<file path="src/rtl/regfile_pkg.sv">
// ============================================================================
// Module      : regfile_pkg
// Description : Shared defaults, constants and address-width helper for the
//               multi-port register file.
// Revision    : 1.0 - initial release
// ============================================================================
`default_nettype none

package regfile_pkg;

    localparam int DEF_WIDTH  = 32;
    localparam int DEF_DEPTH  = 32;
    localparam int DEF_NUM_RD = 2;
    localparam int WR_PORTS   = 2;
    localparam int ZERO_ADDR  = 0;

    function automatic int calc_aw(input int depth);
        return (depth > 1) ? $clog2(depth) : 1;
    endfunction

endpackage

`default_nettype wire

</file>
<file path="src/rtl/regfile_scoreboard.sv">
// ============================================================================
// Module      : regfile_scoreboard
// Description : Per-register busy flags with write-clear / reserve-set
//               priority and one registered busy read per read port.
//               REGFILE_BYPASS_EN selects post-edge busy for reads.
// Revision    : 1.0 - initial release
// ============================================================================
`default_nettype none

module regfile_scoreboard
    import regfile_pkg::*;
#(
    parameter int   DEPTH    = DEF_DEPTH,
    parameter int   NUM_RD   = DEF_NUM_RD,
    parameter int   ZERO_REG = 1,
    localparam int  AW       = calc_aw(DEPTH)
) (
    input  logic                   clk,
    input  logic                   rst,
    input  logic [WR_PORTS-1:0]    we,
    input  logic [WR_PORTS*AW-1:0] wr_addr,
    input  logic                   rsv_valid,
    input  logic [AW-1:0]          rsv_addr,
    input  logic [NUM_RD*AW-1:0]   rd_addr,
    output logic [NUM_RD-1:0]      rd_busy,
    output logic [DEPTH-1:0]       busy_vec
);

    logic [DEPTH-1:0]  busy_q;
    logic [DEPTH-1:0]  busy_d;
    logic [NUM_RD-1:0] rd_busy_q;
    logic [NUM_RD-1:0] rd_busy_d;

    // Writes release first, then a same-edge reserve re-marks the register.
    always_comb begin
        busy_d = busy_q;
        for (int p = 0; p < WR_PORTS; p++) begin
            if (we[p]) begin
                busy_d[wr_addr[p*AW +: AW]] = 1'b0;
            end
        end
        if (rsv_valid) begin
            busy_d[rsv_addr] = 1'b1;
        end
        if (ZERO_REG != 0) begin
            busy_d[ZERO_ADDR] = 1'b0;
        end
    end

    for (genvar i = 0; i < NUM_RD; i++) begin : g_rd
        logic [AW-1:0] w_addr;
        assign w_addr = rd_addr[i*AW +: AW];
`ifdef REGFILE_BYPASS_EN
        assign rd_busy_d[i] = busy_d[w_addr];
`else
        assign rd_busy_d[i] = busy_q[w_addr];
`endif
    end

    always_ff @(posedge clk or posedge rst) begin
        if (rst) begin
            busy_q    <= '0;
            rd_busy_q <= '0;
        end else begin
            busy_q    <= busy_d;
            rd_busy_q <= rd_busy_d;
        end
    end

    assign busy_vec = busy_q;
    assign rd_busy  = rd_busy_q;

endmodule

`default_nettype wire

</file>
<file path="src/rtl/regfile_mp.sv">
// ============================================================================
// Module      : regfile_mp
// Description : Two-write, NUM_RD-read register file with registered reads,
//               optional zero register and busy scoreboard. Defining
//               REGFILE_BYPASS_EN forwards same-edge write data to reads.
// Revision    : 1.0 - initial release
// ============================================================================
`default_nettype none

module regfile_mp
    import regfile_pkg::*;
#(
    parameter int   WIDTH    = DEF_WIDTH,
    parameter int   DEPTH    = DEF_DEPTH,
    parameter int   NUM_RD   = DEF_NUM_RD,
    parameter int   ZERO_REG = 1,
    localparam int  AW       = calc_aw(DEPTH)
) (
    input  logic                      clk,
    input  logic                      rst,
    input  logic [NUM_RD*AW-1:0]      rd_addr,
    output logic [NUM_RD*WIDTH-1:0]   rd_data,
    output logic [NUM_RD-1:0]         rd_busy,
    input  logic [WR_PORTS-1:0]       we,
    input  logic [WR_PORTS*AW-1:0]    wr_addr,
    input  logic [WR_PORTS*WIDTH-1:0] wr_data,
    input  logic                      rsv_valid,
    input  logic [AW-1:0]             rsv_addr,
    output logic [DEPTH-1:0]          busy_vec
);

    logic [WIDTH-1:0]        mem_q [DEPTH];
    logic [NUM_RD*WIDTH-1:0] rd_data_q;
    logic [NUM_RD*WIDTH-1:0] w_rd_val;

    // Ports are visited in ascending order so port 1 lands last and wins.
    always_ff @(posedge clk or posedge rst) begin
        if (rst) begin
            for (int r = 0; r < DEPTH; r++) begin
                mem_q[r] <= '0;
            end
        end else begin
            for (int p = 0; p < WR_PORTS; p++) begin
                if (we[p] && !(ZERO_REG != 0 &&
                               wr_addr[p*AW +: AW] == AW'(ZERO_ADDR))) begin
                    mem_q[wr_addr[p*AW +: AW]] <= wr_data[p*WIDTH +: WIDTH];
                end
            end
        end
    end

    for (genvar i = 0; i < NUM_RD; i++) begin : g_rd
        logic [AW-1:0]    w_addr;
        logic [WIDTH-1:0] w_val;
        assign w_addr = rd_addr[i*AW +: AW];

        always_comb begin
            w_val = mem_q[w_addr];
`ifdef REGFILE_BYPASS_EN
            for (int p = 0; p < WR_PORTS; p++) begin
                if (we[p] && wr_addr[p*AW +: AW] == w_addr) begin
                    w_val = wr_data[p*WIDTH +: WIDTH];
                end
            end
`endif
            if (ZERO_REG != 0 && w_addr == AW'(ZERO_ADDR)) begin
                w_val = '0;
            end
        end

        assign w_rd_val[i*WIDTH +: WIDTH] = w_val;
    end

    always_ff @(posedge clk or posedge rst) begin
        if (rst) begin
            rd_data_q <= '0;
        end else begin
            rd_data_q <= w_rd_val;
        end
    end

    assign rd_data = rd_data_q;

    regfile_scoreboard #(
        .DEPTH    (DEPTH),
        .NUM_RD   (NUM_RD),
        .ZERO_REG (ZERO_REG)
    ) u_scoreboard (
        .clk       (clk),
        .rst       (rst),
        .we        (we),
        .wr_addr   (wr_addr),
        .rsv_valid (rsv_valid),
        .rsv_addr  (rsv_addr),
        .rd_addr   (rd_addr),
        .rd_busy   (rd_busy),
        .busy_vec  (busy_vec)
    );

endmodule

`default_nettype wire

</file>
<file path="config.mk">
export PLATFORM = sky130hd
export DESIGN_NAME = regfile_mp
export DESIGN_NICKNAME = d
export VERILOG_FILES = /design/src/rtl/regfile_pkg.sv /design/src/rtl/regfile_scoreboard.sv /design/src/rtl/regfile_mp.sv
export SDC_FILE = /design/constraint.sdc
export NUM_CORES = 2
export LEC_CHECK = 0
export BUFFER_PORTS_ARGS = -buffer_cell sky130_fd_sc_hd__buf_2
export CORE_MARGIN = 1
export CORE_UTILIZATION = 60
export DETAILED_ROUTE_END_ITERATION = 8
export GPL_TIMING_DRIVEN = 0
export PLACE_DENSITY_LB_ADDON = 0.08
export SLEW_MARGIN = 20
export SYNTH_ARGS = -nofsm -noshare
export SYNTH_HDL_FRONTEND = slang
export SYNTH_SLANG_ARGS = --single-unit
</file>
<file path="constraint.sdc">
create_clock -name clk -period 52.8 [get_ports clk]
set_input_delay 13.2 -clock clk [delete_from_list [all_inputs] [get_ports clk]]
set_output_delay 13.2 -clock clk [all_outputs]
set_load 0.01 [all_outputs]
</file>
==> results.txt <==
outcome - finished, violations left
violated checks - DRC
post-CTS setup repair buffer count - 0
worst r2r src - mem_q[1020]
Mapped Nets - 6338
IO buf count - 170
Post-synth ARST share - 100%
Worst Setup EP - rd_data[1]
buffers and inverters on the worst path - 6
Reg clk slew, reported paths - 0.06 ns
Vias per Instance - 7.71
Worst Setup Path Type - in -> reg
Avg Cell Area, Syn - 10.6 um2
Fin Hold WS - 0.482 ns
DIE AREA - 112000 um2
clk_lat worst skew - 0.81 ns
gpl congestion - 1.13
Worst EP required - 53.36 ns
initial DRC count - 11800
GRT Total Usage - 59.8%
Tightest Hold Check Type - reg -> reg
critical path depth - 8
Initial Util - 60.8%
first-pass GRT wire length - 459000 um
final hold violations - 0
minimum clock period - 16.78 ns
fin worst setup slack - 36.02 ns
Post-DP HPWL - 260000 um
CP most frequent cell - buf_2
static leakage - 0.0342 uW
sequential fraction of the synthesis area - 42.2%
total gr overflow - 0
critical path arrival - 17.34 ns
WL met3 - 62000 um
post-cts hold buffer count - 0
Clock power frac - 32.0%
Max Clock Freq - 59.6 MHz
MaxCap Viol Count - 0
core box area - 109000 um2
CTS tree - built
H-Tree Depth - 4
Final period util - 31.8%
Tot Pwr - 3040 uW
EDFF count, synth - 0
DR WL/cell - 41.3 um
hold depth - 1
nets - 6655
Combinational Power Share - 25.5%
Yosys reg bits - 1121
die width - 335 um
Rows - 121
worst reg2reg path endpoint - rd_data[28]
ANT nets after route - 0
worst r2r path cells - 4
max layer used - met5
Worst Tran Pin Value - 1.40 ns
Mapped Cells - 6244
FF-to-FF setup slack - 49.97 ns
fill cell count - 8426
total CTS buffers - 130
Clock Sinks - 1121
IO Count - 192
top_reg_cell synth - dfrtp_1
DIE HEIGHT - 335 um
Max stage delay cell, worst path - a311oi_1
YS warnings - 0
Distinct cells, synth - 45
Max Slew Vio Count - 0
met2 wire length - 129000 um
largest delay contributor family on the critical path - buffers and inverters
Post-Route WL - 337000 um
Switching Share - 34.0%
CP startpoint - rd_addr[0]
clk root buf - clkbuf_16
first drt pass iteration count - 9
Max rail drop VDD - 0.0347 mV
Worst setup EP type - register
CP Max Fanout - 11
RSZ-0062 raised after global routing - false
largest net degree at the start of global routing - 107
Rel. slew slack - 5.95%
mapped cell area - 66400 um2
Setup Slack @ Placement - 35.68 ns
Sequential Power Share - 42.5%
total power per unit cell area - 41.0 nW/um2
vias in the first global route - 60000
initial antenna violation count - 26
cells along the critical path - buf_2, buf_6, inv_1, buf_2, buf_4, clkbuf_1, o21ai_0, a311oi_1
proportion of layout cells with a drive suffix above 1 - 18.5%
skew final - 0.0339 ns
Post-CTS Resized - 0
CP max stage delay - 1.21 ns
via count - 62900
DRC Markers - 2
CTS Buffer Depth - 3
wl on met1 - 110000 um
Int Pwr - 2010 uW
Setup Viol. Count Final - 0
footprint of the multi-input gates - 35100 um2
Layout area overhead - 11.5%
Critical Path Start Type - input pin
Sequential cell area - 28100 um2
Switch Pwr - 1030 uW
-- synthesized netlist by cell type, drive strengths merged (7+ instances only) --
| library cell | instances | area share, % |
|---|---|---|
| a21oi | 513 | 3.9 |
| o211a | 15 | 0.23 |
| nor2b | 70 | 0.66 |
| and3b | 11 | 0.15 |
| a32o | 31 | 0.47 |
| a221oi | 46 | 0.61 |
| nand2 | 545 | 3.1 |
| or3b | 7 | 0.092 |
| nor2 | 566 | 3.3 |
| mux2 | 66 | 1.1 |
| a22oi | 373 | 4.2 |
| o21ai | 587 | 4.4 |
| a211oi | 64 | 0.72 |
| nor3b | 11 | 0.15 |
| buf | 280 | 2.1 |
| mux4 | 466 | 16 |
| a311oi | 64 | 0.84 |
| nand3 | 33 | 0.25 |
| a32oi | 8 | 0.11 |
| o2111ai | 18 | 0.24 |
| clkbuf | 503 | 2.8 |
| dfrtp | 1121 | 42 |
| mux2i | 808 | 12 |
-- metrics by stage --
step / area (um2) / instances / utilization (%) / setup TNS, ns
global placement: 69100 / 7890 / 63.2 / -5664.63
floorplan: 66400 / 6244 / - / 0
detailed placement: 69500 / 7905 / 63.6 / 0
CTS: 74000 / 8136 / 67.7 / 0
finish: 74100 / 8160 / 67.8 / 0
global route: 74000 / 8138 / 67.7 / 0
-- layout make-up --
cell class | count | area share [%]
well taps | 1476 | 2.49
clock buffers | 187 | 5.13
diodes | 24 | 0.0811
flip-flops and latches | 1121 | 37.9
plain buffers | 783 | 4.49
multi-input cells | 4335 | 47.4
clock inverters | 44 | 0.873
inverters | 5 | 0.0355
repair buffers | 185 | 1.63
-- registers in the layout (all words and copies together), names as in the netlist --
register	cells
u_scoreboard.rd_busy	2
u_scoreboard.busy_vec	31
rd_data	64
mem_q	1024
-- logic make-up (layout without fill, tap and decap cells) --
| group | count (synthesis) | after routing | synth area share [%] |
|---|---|---|---|
| AND/OR/NAND/NOR | 1270 | 1270 | 7.91 |
| other | 1 | 25 | 0.00564 |
| flip-flops | 1121 | 1121 | 42.2 |
| multiplexers | 1340 | 1340 | 29.1 |
| buffers and inverters | 788 | 1204 | 5.00 |
| AO/OA/AOI/OAI | 1724 | 1724 | 15.8 |
-- placed cells by master (no fill, tap or decap), types with 5 or more instances in the layout --
| cell type | n |
|---|---|
| a211oi_1 | 61 |
| a21oi_1 | 513 |
| a221oi_1 | 46 |
| a22oi_1 | 373 |
| a311oi_1 | 61 |
| a32o_1 | 31 |
| a32oi_1 | 8 |
| and3_1 | 5 |
| and3b_1 | 11 |
| buf_1 | 31 |
| buf_16 | 12 |
| buf_2 | 398 |
| buf_4 | 19 |
| bufinv_16 | 13 |
| clkbuf_1 | 514 |
| clkbuf_16 | 132 |
| clkbuf_2 | 17 |
| clkbuf_8 | 29 |
| clkinv_2 | 16 |
| clkinv_8 | 5 |
| dfrtp_1 | 1121 |
| diode_2 | 24 |
| inv_6 | 5 |
| mux2_2 | 66 |
| mux2i_1 | 808 |
| mux4_2 | 466 |
| nand2_1 | 545 |
| nand3_1 | 33 |
| nand3b_1 | 5 |
| nor2_1 | 546 |
| nor2_2 | 16 |
| nor2b_1 | 70 |
| nor3b_1 | 6 |
| nor3b_2 | 5 |
| o2111ai_1 | 18 |
| o211a_1 | 15 |
| o21ai_0 | 586 |
| or3b_2 | 7 |
-- worst min-delay path by stage --
stage / slack [ns] / to / from
floorplan: 0.44 / mem_q[1000] / mem_q[1000]
global placement: 0.45 / mem_q[1019] / mem_q[1019]
detailed placement: 0.47 / mem_q[996] / mem_q[996]
CTS: 0.48 / mem_q[996] / mem_q[996]
global route: 0.49 / mem_q[1018] / mem_q[1018]
finish: 0.48 / mem_q[996] / mem_q[996]
-- layer usage --
metal / up-vias / global-route usage, %
met5: - / 2.87
met4: 28 / 50.6
met3: 1713 / 33.8
met2: 6393 / 77.4
met1: 31000 / 70.8
li1: 23800 / -
-- power groups by stage --
stage                     logic [uW]  clock network, uW  registers [uW]
final                            774                973            1290
after global routing             804                990            1300
after CTS                        732                956            1270
after detailed placement         729                  0            1280
after global placement           702                  0            1260
after floorplan                  508                  0            1210
Note: power is estimated with default switching activity, not from simulation.
